File: src/rtl/bp_perceptron_train_ctrl_if.sv
// Training request, fetch lookup and weight-RAM port signals of the perceptron training controller.
// master = the controller, slave = EX / fetch / RAM side.
interface bp_perceptron_train_ctrl_if #(
    parameter int HIST_LEN = 14,
    parameter int WEIGHT_W = 8,
    parameter int INDEX_W  = 12
);
    localparam int ROW_W = (HIST_LEN + 1) * WEIGHT_W;
    localparam int SUM_W = WEIGHT_W + 5;

    logic                    train_valid;
    logic                    train_ready;
    logic [INDEX_W-1:0]      train_index;
    logic [HIST_LEN-1:0]     train_ghr;
    logic signed [SUM_W-1:0] train_sum;
    logic                    train_taken;
    logic                    lookup_req;
    logic [INDEX_W-1:0]      lookup_addr;
    logic                    lookup_grant;
    logic                    lookup_stall;
    logic                    ram_en;
    logic                    ram_we;
    logic [INDEX_W-1:0]      ram_addr;
    logic [ROW_W-1:0]        ram_wdata;
    logic [ROW_W-1:0]        ram_rdata;
    logic                    busy;

    modport master (
        input  train_valid, train_index, train_ghr, train_sum, train_taken,
        input  lookup_req, lookup_addr, ram_rdata,
        output train_ready, lookup_grant, lookup_stall,
        output ram_en, ram_we, ram_addr, ram_wdata, busy
    );

    modport slave (
        output train_valid, train_index, train_ghr, train_sum, train_taken,
        output lookup_req, lookup_addr, ram_rdata,
        input  train_ready, lookup_grant, lookup_stall,
        input  ram_en, ram_we, ram_addr, ram_wdata, busy
    );
endinterface

File: src/rtl/bp_perceptron_train_ctrl.sv
// Perceptron predictor training sequencer and weight-RAM port arbiter (fetch has priority).
// Optional starvation guard: define BP_TRAIN_STARVE_GUARD_EN to let training seize the port after STARVE_MAX losses.
module bp_perceptron_train_ctrl #(
    parameter int HIST_LEN   = 14,
    parameter int WEIGHT_W   = 8,
    parameter int INDEX_W    = 12,
    parameter int THETA      = 41
`ifdef BP_TRAIN_STARVE_GUARD_EN
    , parameter int STARVE_MAX = 8
`endif
) (
    input logic                        clk,
    input logic                        rst,
    bp_perceptron_train_ctrl_if.master bus
);
    localparam int ROW_W = (HIST_LEN + 1) * WEIGHT_W;
    localparam int SUM_W = WEIGHT_W + 5;
    localparam int K_W   = $clog2(HIST_LEN + 1);
    localparam logic signed [WEIGHT_W-1:0] W_MAX = {1'b0, {(WEIGHT_W-1){1'b1}}};
    localparam logic signed [WEIGHT_W-1:0] W_MIN = {1'b1, {(WEIGHT_W-1){1'b0}}};

    typedef enum logic [2:0] {IDLE, DECIDE, READ, CAPTURE, UPDATE, WRITE} state_t;

    state_t                  state;
    logic [INDEX_W-1:0]      index_q;
    logic [HIST_LEN-1:0]     ghr_q;
    logic signed [SUM_W-1:0] sum_q;
    logic                    taken_q;
    logic [ROW_W-1:0]        row_q;
    logic [K_W-1:0]          k_q;

    logic                       need_port;
    logic                       guard_fire;
    logic                       ctrl_owns;
    logic                       lookup_win;
    logic                       mispredict;
    logic                       low_conf;
    logic [SUM_W-1:0]           sum_abs;
    logic [HIST_LEN:0]          hist_ext;
    logic                       up;
    logic signed [WEIGHT_W-1:0] w_cur;
    logic signed [WEIGHT_W-1:0] w_next;

`ifdef BP_TRAIN_STARVE_GUARD_EN
    localparam int STARVE_W = $clog2(STARVE_MAX + 1);
    logic [STARVE_W-1:0] starve_q;

    assign guard_fire = (starve_q >= STARVE_W'(STARVE_MAX));

    always_ff @(posedge clk) begin
        if (!rst) begin
            starve_q <= '0;
        end else if (ctrl_owns) begin
            starve_q <= '0;
        end else if (need_port && bus.lookup_req) begin
            starve_q <= starve_q + STARVE_W'(1);
        end
    end
`else
    assign guard_fire = 1'b0;
`endif

    // Every output is forced low while rst is held, independent of the state register.
    assign need_port  = rst && (state == READ || state == WRITE);
    assign ctrl_owns  = need_port && (!bus.lookup_req || guard_fire);
    assign lookup_win = rst && bus.lookup_req && !ctrl_owns;

    assign bus.train_ready  = rst && (state == IDLE);
    assign bus.busy         = rst && (state != IDLE);
    assign bus.lookup_grant = lookup_win;
    assign bus.lookup_stall = bus.lookup_req && ctrl_owns;
    assign bus.ram_en       = ctrl_owns || lookup_win;
    assign bus.ram_we       = ctrl_owns && (state == WRITE);
    assign bus.ram_addr     = ctrl_owns ? index_q : (lookup_win ? bus.lookup_addr : '0);
    assign bus.ram_wdata    = (ctrl_owns && state == WRITE) ? row_q : '0;

    assign mispredict = (!sum_q[SUM_W-1]) != taken_q;
    assign sum_abs    = sum_q[SUM_W-1] ? ((~sum_q) + SUM_W'(1)) : sum_q;
    assign low_conf   = (sum_abs <= SUM_W'(THETA));

    // Bit 0 stands in for the bias input so that w0 moves toward the outcome itself.
    assign hist_ext = {ghr_q, 1'b1};
    assign up       = (hist_ext[k_q] == taken_q);
    assign w_cur    = row_q[k_q*WEIGHT_W +: WEIGHT_W];

    always_comb begin
        w_next = w_cur;
        if (up && w_cur != W_MAX) begin
            w_next = w_cur + WEIGHT_W'(1);
        end else if (!up && w_cur != W_MIN) begin
            w_next = w_cur - WEIGHT_W'(1);
        end
    end

    always_ff @(posedge clk) begin
        if (!rst) begin
            state   <= IDLE;
            index_q <= '0;
            ghr_q   <= '0;
            sum_q   <= '0;
            taken_q <= 1'b0;
            row_q   <= '0;
            k_q     <= '0;
        end else begin
            case (state)
                IDLE: begin
                    if (bus.train_valid) begin
                        index_q <= bus.train_index;
                        ghr_q   <= bus.train_ghr;
                        sum_q   <= bus.train_sum;
                        taken_q <= bus.train_taken;
                        state   <= DECIDE;
                    end
                end
                DECIDE:  state <= (mispredict || low_conf) ? READ : IDLE;
                READ:    if (ctrl_owns) state <= CAPTURE;
                CAPTURE: begin
                    row_q <= bus.ram_rdata;
                    k_q   <= '0;
                    state <= UPDATE;
                end
                UPDATE: begin
                    row_q[k_q*WEIGHT_W +: WEIGHT_W] <= w_next;
                    if (k_q == K_W'(HIST_LEN)) begin
                        state <= WRITE;
                    end else begin
                        k_q <= k_q + K_W'(1);
                    end
                end
                WRITE:   if (ctrl_owns) state <= IDLE;
                default: state <= IDLE;
            endcase
        end
    end
endmodule
File: src/flat_wrapper.sv
// flat-port wrapper written by rule: the top's interface ports become plain ports
module bp_perceptron_train_ctrl_flat 
#(
    parameter int HIST_LEN   = 14,
    parameter int WEIGHT_W   = 8,
    parameter int INDEX_W    = 12,
    parameter int THETA      = 41

)
  (clk, rst, bus_train_valid, bus_train_index, bus_train_ghr, bus_train_sum, bus_train_taken, bus_lookup_req, bus_lookup_addr, bus_ram_rdata, bus_train_ready, bus_lookup_grant, bus_lookup_stall, bus_ram_en, bus_ram_we, bus_ram_addr, bus_ram_wdata, bus_busy);
  bp_perceptron_train_ctrl_if #(.HIST_LEN(HIST_LEN), .WEIGHT_W(WEIGHT_W), .INDEX_W(INDEX_W)) bus_i ();
  input logic clk;
  input logic rst;
  input wire logic [$bits(bus_i.train_valid)-1:0] bus_train_valid;
  input wire logic [$bits(bus_i.train_index)-1:0] bus_train_index;
  input wire logic [$bits(bus_i.train_ghr)-1:0] bus_train_ghr;
  input wire logic [$bits(bus_i.train_sum)-1:0] bus_train_sum;
  input wire logic [$bits(bus_i.train_taken)-1:0] bus_train_taken;
  input wire logic [$bits(bus_i.lookup_req)-1:0] bus_lookup_req;
  input wire logic [$bits(bus_i.lookup_addr)-1:0] bus_lookup_addr;
  input wire logic [$bits(bus_i.ram_rdata)-1:0] bus_ram_rdata;
  output wire logic [$bits(bus_i.train_ready)-1:0] bus_train_ready;
  output wire logic [$bits(bus_i.lookup_grant)-1:0] bus_lookup_grant;
  output wire logic [$bits(bus_i.lookup_stall)-1:0] bus_lookup_stall;
  output wire logic [$bits(bus_i.ram_en)-1:0] bus_ram_en;
  output wire logic [$bits(bus_i.ram_we)-1:0] bus_ram_we;
  output wire logic [$bits(bus_i.ram_addr)-1:0] bus_ram_addr;
  output wire logic [$bits(bus_i.ram_wdata)-1:0] bus_ram_wdata;
  output wire logic [$bits(bus_i.busy)-1:0] bus_busy;
  assign bus_i.train_valid = bus_train_valid;
  assign bus_i.train_index = bus_train_index;
  assign bus_i.train_ghr = bus_train_ghr;
  assign bus_i.train_sum = bus_train_sum;
  assign bus_i.train_taken = bus_train_taken;
  assign bus_i.lookup_req = bus_lookup_req;
  assign bus_i.lookup_addr = bus_lookup_addr;
  assign bus_i.ram_rdata = bus_ram_rdata;
  assign bus_train_ready = bus_i.train_ready;
  assign bus_lookup_grant = bus_i.lookup_grant;
  assign bus_lookup_stall = bus_i.lookup_stall;
  assign bus_ram_en = bus_i.ram_en;
  assign bus_ram_we = bus_i.ram_we;
  assign bus_ram_addr = bus_i.ram_addr;
  assign bus_ram_wdata = bus_i.ram_wdata;
  assign bus_busy = bus_i.busy;
  bp_perceptron_train_ctrl #(.HIST_LEN(HIST_LEN), .WEIGHT_W(WEIGHT_W), .INDEX_W(INDEX_W), .THETA(THETA)) u_core (.clk(clk), .rst(rst), .bus(bus_i));
endmodule
File: config.mk
export PLATFORM = sky130hd
export DESIGN_NAME = bp_perceptron_train_ctrl_flat
export DESIGN_NICKNAME = d
export VERILOG_FILES = /design/src/rtl/bp_perceptron_train_ctrl_if.sv /design/src/rtl/bp_perceptron_train_ctrl.sv /design/src/flat_wrapper.sv
export SDC_FILE = /design/constraint.sdc
export NUM_CORES = 1
export LEC_CHECK = 0
export CORE_MARGIN = 8
export CORE_UTILIZATION = 43
export DETAILED_ROUTE_END_ITERATION = 8
export GPL_TIMING_DRIVEN = 1
export PLACE_DENSITY = 0.83
export SETUP_SLACK_MARGIN = 0.2
export SLEW_MARGIN = 20
export SYNTH_ARGS = -nofsm -noshare
export SYNTH_HDL_FRONTEND = slang
export SYNTH_SLANG_ARGS = --single-unit
File: constraint.sdc
create_clock -name clk -period 3.3 [get_ports clk]
set_input_delay 0.66 -clock clk [delete_from_list [all_inputs] [get_ports clk]]
set_output_delay 0.66 -clock clk [all_outputs]
set_load 0.1 [all_outputs]
; ---- After elaboration in Yosys (flattened, before gate mapping)
; Index checks and enable logic that the tools add are counted.
[classes]
magnitude_cmp = 2
shifts = 3
add_sub_neg = 5
n_mux = 18
reduce_logical = 23
bitwise_logic = 1
eq_ne = 15
[ops]
columns = operator, count
row1 = one-hot mux 120 bit (2 select lines), 1
row2 = bitwise mux 120 bit, 1
row3 = two-way mux 120 bit, 1
row4 = variable shift 8 x 34 -> 120 bit (first input constant), 1
row5 = variable part select 120 x 8 -> 8 bit, 1
row6 = variable part select 8 x 34 -> 120 bit, 1
row7 = negation 7 -> 34 bit, 1
row8 = two-way mux 12 bit, 2
row9 = one-hot mux 3 bit (6 select lines), 1
row10 = two-way mux 8 bit, 2
row11 = inequality test 8 bit (second input constant), 2
row12 = adder 13 x 2 -> 13 bit (second input constant), 1
row13 = <= comparator 13 x 6 -> 1 bit (second input constant), 1
row14 = two-way mux 13 bit, 1
row15 = inverter 13 bit, 1
row16 = two-way mux 3 bit, 4
row17 = logical AND 1 bit, 10
row18 = adder 8 x 2 -> 8 bit (second input constant), 1
row19 = one-hot mux 4 bit (2 select lines), 1
row20 = subtractor 8 x 2 -> 8 bit (second input constant), 1
row21 = == test 3 x 2 -> 1 bit (second input constant), 2
row22 = == test 3 bit (second input constant), 2
row23 = inequality test 2 x 1 -> 1 bit (second input constant), 3
row24 = less-than comparator 4 x 5 -> 1 bit (second input constant), 1
row25 = 17 further kinds, 24
[word_totals]
in_bits = 176
elab_cells = 74
output_inout_bits = 138
register_bits = 167

; ---- Longest topological paths before layout
[depth]
depth_word = 10
depth_mapped = 17
mapped_depth_nobuf = 13

; ---- Least setup slack after synthesis
; No wires, ideal clock.
[synth_path]
kind = input port to output port
from = in rst
to = out bus_ram_wdata[108]
cell_stages = 8
path_buffers = 4
slack_ps = -919
t_required_ps = 2640
arrival_ps = 3559
cell_sequence = clkbuf_1 > and3_1 > clkbuf_1 > nand2_1 > inv_1 > clkbuf_1 > clkbuf_1 > and2_1
[synth_via]
elab_chain_len = 4
[synth_rtl]
columns = item, line
row1 = from (decl), flat_wrapper.sv:13  ; input logic rst;
row2 = logical AND 1 bit, bp_perceptron_train_ctrl.sv:64  ; assign need_port = rst && (state == READ || state == WRITE);
row3 = logical AND 1 bit, bp_perceptron_train_ctrl.sv:65  ; assign ctrl_owns = need_port && (!bus.lookup_req || guard_fire);
row4 = logical AND 1 bit, --
row5 = named net bus_ram_we, flat_wrapper.sv:26  ; output wire logic [$bits(bus_i.ram_we)-1:0] bus_ram_we;
row6 = two-way mux 120 bit, bp_perceptron_train_ctrl.sv:75  ; assign bus.ram_wdata = (ctrl_owns && state == WRITE) ? row_q : '0;
row7 = to (decl), flat_wrapper.sv:28  ; output wire logic [$bits(bus_i.ram_wdata)-1:0] bus_ram_wdata;
; The timed path passes the listed nets, and every way through them passes these cells.

; ---- Worst setup path in the final report
[layout_path]
from = reg u_core.k_q[0]
to = reg u_core.row_q[65]
[layout_via]
elab_chain_len = 10
word_cells_on_any_way = 18
cone_classes = add/sub (3) / eq/ne (3) / shift (3) / mux (6) / reduce/logical (3)
[layout_rtl]
columns = item, line
row1 = from (decl), bp_perceptron_train_ctrl.sv:30  ; logic [K_W-1:0] k_q;
row2 = from (signal assigned), bp_perceptron_train_ctrl.sv:127  ; k_q <= k_q + K_W'(1);
row3 = "parallel branches: the longest is 8 deep, another holds subtractor 8 x 2 -> 8 bit", --
row4 = bitwise mux 120 bit *, bp_perceptron_train_ctrl.sv:123  ; row_q[k_q*WEIGHT_W +: WEIGHT_W] <= w_next;
row5 = one-hot mux 120 bit (2 select lines) *, bp_perceptron_train_ctrl.sv:105  ; case (state)
row6 = to (signal assigned), bp_perceptron_train_ctrl.sv:118  ; row_q <= bus.ram_rdata;
row7 = "to (signal, indexed assignment)", bp_perceptron_train_ctrl.sv:123
row8 = to (decl), bp_perceptron_train_ctrl.sv:29  ; logic [ROW_W-1:0] row_q;
; Every way passes the cells marked *. The select of a mux whose other input is x is not followed.
; A chain may end at the register's enable or synchronous reset.

==> summary.md <==
| Metric | Value |
|---|---|
| Max Cap Viol | 0 |
| Die Y | roughly 170 um |
| Largest net degree at the start of global routing | 90 |
| WP data required | 3.60 ns |
| Worst setup path class | register to register |
| Crit path capture type | register |
| Clk buf depth | 2 |
| Gr usage total | between 30% and 40% |
| Pre-antenna DRT Iters | 6 |
| Vias in the first global route | approximately 12,000 |
| Setup violations, final | between 70 and 80 |
| Util after Layout | 76.08% |
| Synth top cells by count | 184 x nand2_1, 167 x dfxtp_1, 126 x and2_1, 120 x a21oi_1, 92 x clkbuf_1 |
| Worst-path cell chain | buf_4 -> bufbuf_16 -> mux2i_1 -> nor2_1 -> o31a_1 -> buf_4 -> a211oi_1 -> nor4b_4 -> buf_4 -> nor2_2 -> a211oi_2 -> o21ai_1 -> a2111oi_1 |
| Register area share after synthesis | approximately 33% |
| Syn Area/Cell | 7.742 um2 |
| VDD IR max | 0.3220 mV |
| Die Area | around 28,000 um2 |
| Cell taking the most area after synthesis | dfxtp_1 |
| Startpoint types | register |
| Initial antenna violation count | 1 |
| Gr busiest metal | met2 |
| GR Layer Usage met2 | a little over half |
| Clock Latency Late Sink | 0.44 ns |
| Worst Setup Slack, final | -0.1356 ns |
| Count leader, synth | nand2_1 |
| Fillers | roughly 1,600 |
| Core Rows | 56 |
| PD cells | approximately 320 nW/um2 |
| Yosys Warn Count | 0 |
| Synth area leaders | dfxtp_1 33%, and2_1 7.9%, nand2_1 6.9% |
| Multi-input gate area | slightly above 7000 um2 |
| Root Driver | clkbuf_16 |
| IO Port Bufs | 312 |
| Gr ovfl total | 0 |
| Pins Over Slew Limit | 0 |
| Met1 Use GR | between 30% and 40% |
| Initial core utilization | between 40 and 50% |
| Hold wc startpoint | u_core.index_q[0] |
| Period utilization | 104.1% |
| EDFF count, synth | 0 |
| CP Max Fanout | 12 |
| Number of remaining DRC errors | 0 |
| Violated checks | setup timing |
| Routability cong. | about 0.95 |
| Wire per inst | about 25 um |
| Post-Synthesis Cells | 1,292 |
| Relative slew margins | between 30% and 40% |
| Status | finished, violations left |
| P_leak | between 0.006 and 0.007 uW |
| Minimum clock period | around 3.4 ns |
| Core area | between 20,000 and 25,000 um2 |
| Drt total wl | a little under 50,000 um |
| Die X | around 170 um |
| Dpl ws | -0.1051 ns |
| Ys flop type | dfxtp_1 |
| Fmax | 291.1 MHz |
| DR vias/cell | 6.266 |
| First-pass GRT wire length | between 70,000 and 80,000 um |
| Worst-Margin Slew | approximately 0.95 ns |
| Critical path's top delay family | compound AO/OA/AOI/OAI gates |
| Area grow syn2layout | 75.88% |
| Worst min path class | register to register |
| Final hold violations | 0 |
| H-tree Lvls | 4 |
| Net count, final | 1,848 |
| Syn Std Cell Area | 10,000 um2 |
| Hpwl dp | approximately 36,000 um |
| Via count | 12,332 |
| Cell Count, Final, Fillers Out | 1,968 |
| Async SR Flop Fraction | 0% |
| CTS tree | yes |
| Sink Count | around 170 |
| Met3 GRT Util | between 10% and 20% |
| RR Startpoint | u_core.k_q[0] |
| Final ANT Viol Nets | 0 |
| RSZ-0062 raised after global routing | yes |
| Crit path top cell by count | buf_4 |
| Cts bufs inserted | 17 |
| Syn_nets | 1,476 |
| Worst EP arrival | 3.74 ns |
| Flops & latches, synth | about 170 |
| Iter 0 DRT Violations | ~1,600 |
| Reg clk slew, reported paths | about 0.07 ns |
| Cell variety after synth | between 70 and 80 |
| Slowest Stage Delay on Critical Path | approximately 0.42 ns |
| CP max-delay cell | dfxtp_4 |
| Area occupied by registers | between 3000 and 4000 um2 |
| Critical Path Start | u_core.k_q[0] |
| Share of layout cells above drive strength 1 | a little under two fifths |
| Boundary Pins | between 300 and 400 |
| Clock Skews | approximately 0.011 ns |
| Placed insts | approximately 1,900 |
| Buf/Inv on CP | 4 |
| Area share of the largest cell type after synthesis | approximately 33% |
## cells by family (layout without fill, tap and decap cells)
| kind of cell | Yosys count | in the layout | synth area share (%) |
|---|---|---|---|
| flip-flops | 167 | 167 | 33.43 |
| adder cells (fa/ha/maj) | 8 | 8 | 1.001 |
| buffers and inverters | 132 | 517 | 5.692 |
| AND/OR/NAND/NOR | 585 | 585 | 29.47 |
| other | 1 | 2 | 0.03749 |
| XOR/XNOR | 10 | 10 | 0.8757 |
| multiplexers | 54 | 54 | 7.418 |
| AO/OA/AOI/OAI | 335 | 335 | 22.08 |
## per-layer routing
metal / wire [um] / part of all wire (%) / up-vias
met1: 17990 / 36 / 5894
li1: - / - / 5392
met3: 5767 / 12 / 201
met2: 23280 / 47 / 845
met5: 0 / 0 / -
met4: 2263 / 4.6 / 0
## stage by stage
step / setup TNS [ns] / hold WS [ns] / area, um2 / total power [uW]
after floorplan: -0.5825 / 0.4357 / 10530 / 2796
after global placement: -0.5198 / 0.4414 / 15930 / 3381
after detailed placement: -1.846 / 0.4476 / 15930 / 3403
after CTS: -0.1478 / 0.4576 / 16830 / 5435
after global routing: -19.23 / 0.4767 / 17590 / 5764
final: -3.417 / 0.4561 / 17590 / 5613
## path summary, 6_finish.rpt
kind | to | depth (start not counted) | slack [ns]
worst max-delay path | u_core.row_q[65] | 13 | -0.14
worst min-delay path | u_core.index_q[0] | 2 | 0.46
worst max register to register | u_core.row_q[65] | 13 | -0.14
worst min register to register | u_core.index_q[0] | 2 | 0.46
## state kept, by name, indices dropped and copies added, names as in the netlist
register and cells:
u_core.state 3, u_core.k_q 4, u_core.index_q 12, u_core.ghr_q 14
u_core.taken_q 1, u_core.row_q 120, u_core.sum_q 13
## layout by cell type, fill, tap and decap left out, types with 13 or more instances in the layout
master           Yosys  final
nand2_1            184    178
clkdlybuf4s50_1      0    175
dfxtp_1            167    161
buf_12               2    150
buf_4                3    109
a21oi_1            120    107
and2_2               0    101
nor2_1              80     69
and3_1              52     52
o22ai_1             54     38
mux2i_1             37     32
nor3_1              34     31
nand3_1             48     30
buf_6                3     26
o21ai_0             33     25
o22ai_2              8     19
clkbuf_16            0     19
a31oi_1             22     18
a21oi_2              3     15
and2_1             126     14
nand3_2              0     13
## worst register-to-register path: cells and delay by family (launching register included)
family          cells  cell delay, ns
compound gates      5            1.39
mux                 1            0.24
buf+inv             4            0.77
simple gates        3            0.48
flops               1            0.42
## power breakdown
part / leakage, uW / switching, uW / total, uW / internal (uW)
registers: 0.00136 / 79.5 / 2170 / 2090
logic: 0.00497 / 743 / 1430 / 684
clock network: 0.000280 / 932 / 2020 / 1080
## area by class of cell
class	count	share of cell area [%]
clock buffers	19	2.518
inverters	18	0.4267
multi-input cells	993	40.92
flip-flops and latches	167	19.06
diodes	1	0.01422
repair buffers	467	34.22
well taps	290	2.063
clock inverters	13	0.7752
## repair_timing
item | CTS | global route
pin swaps | 19 | 42
resized for setup | 60 | 113
cloned | 1 | 2
hold buffers | 0 | 0
setup endpoints to repair | 236 | 238
setup buffers | 10 | 14
No activity file was read; power rests on OpenSTA's default activity.
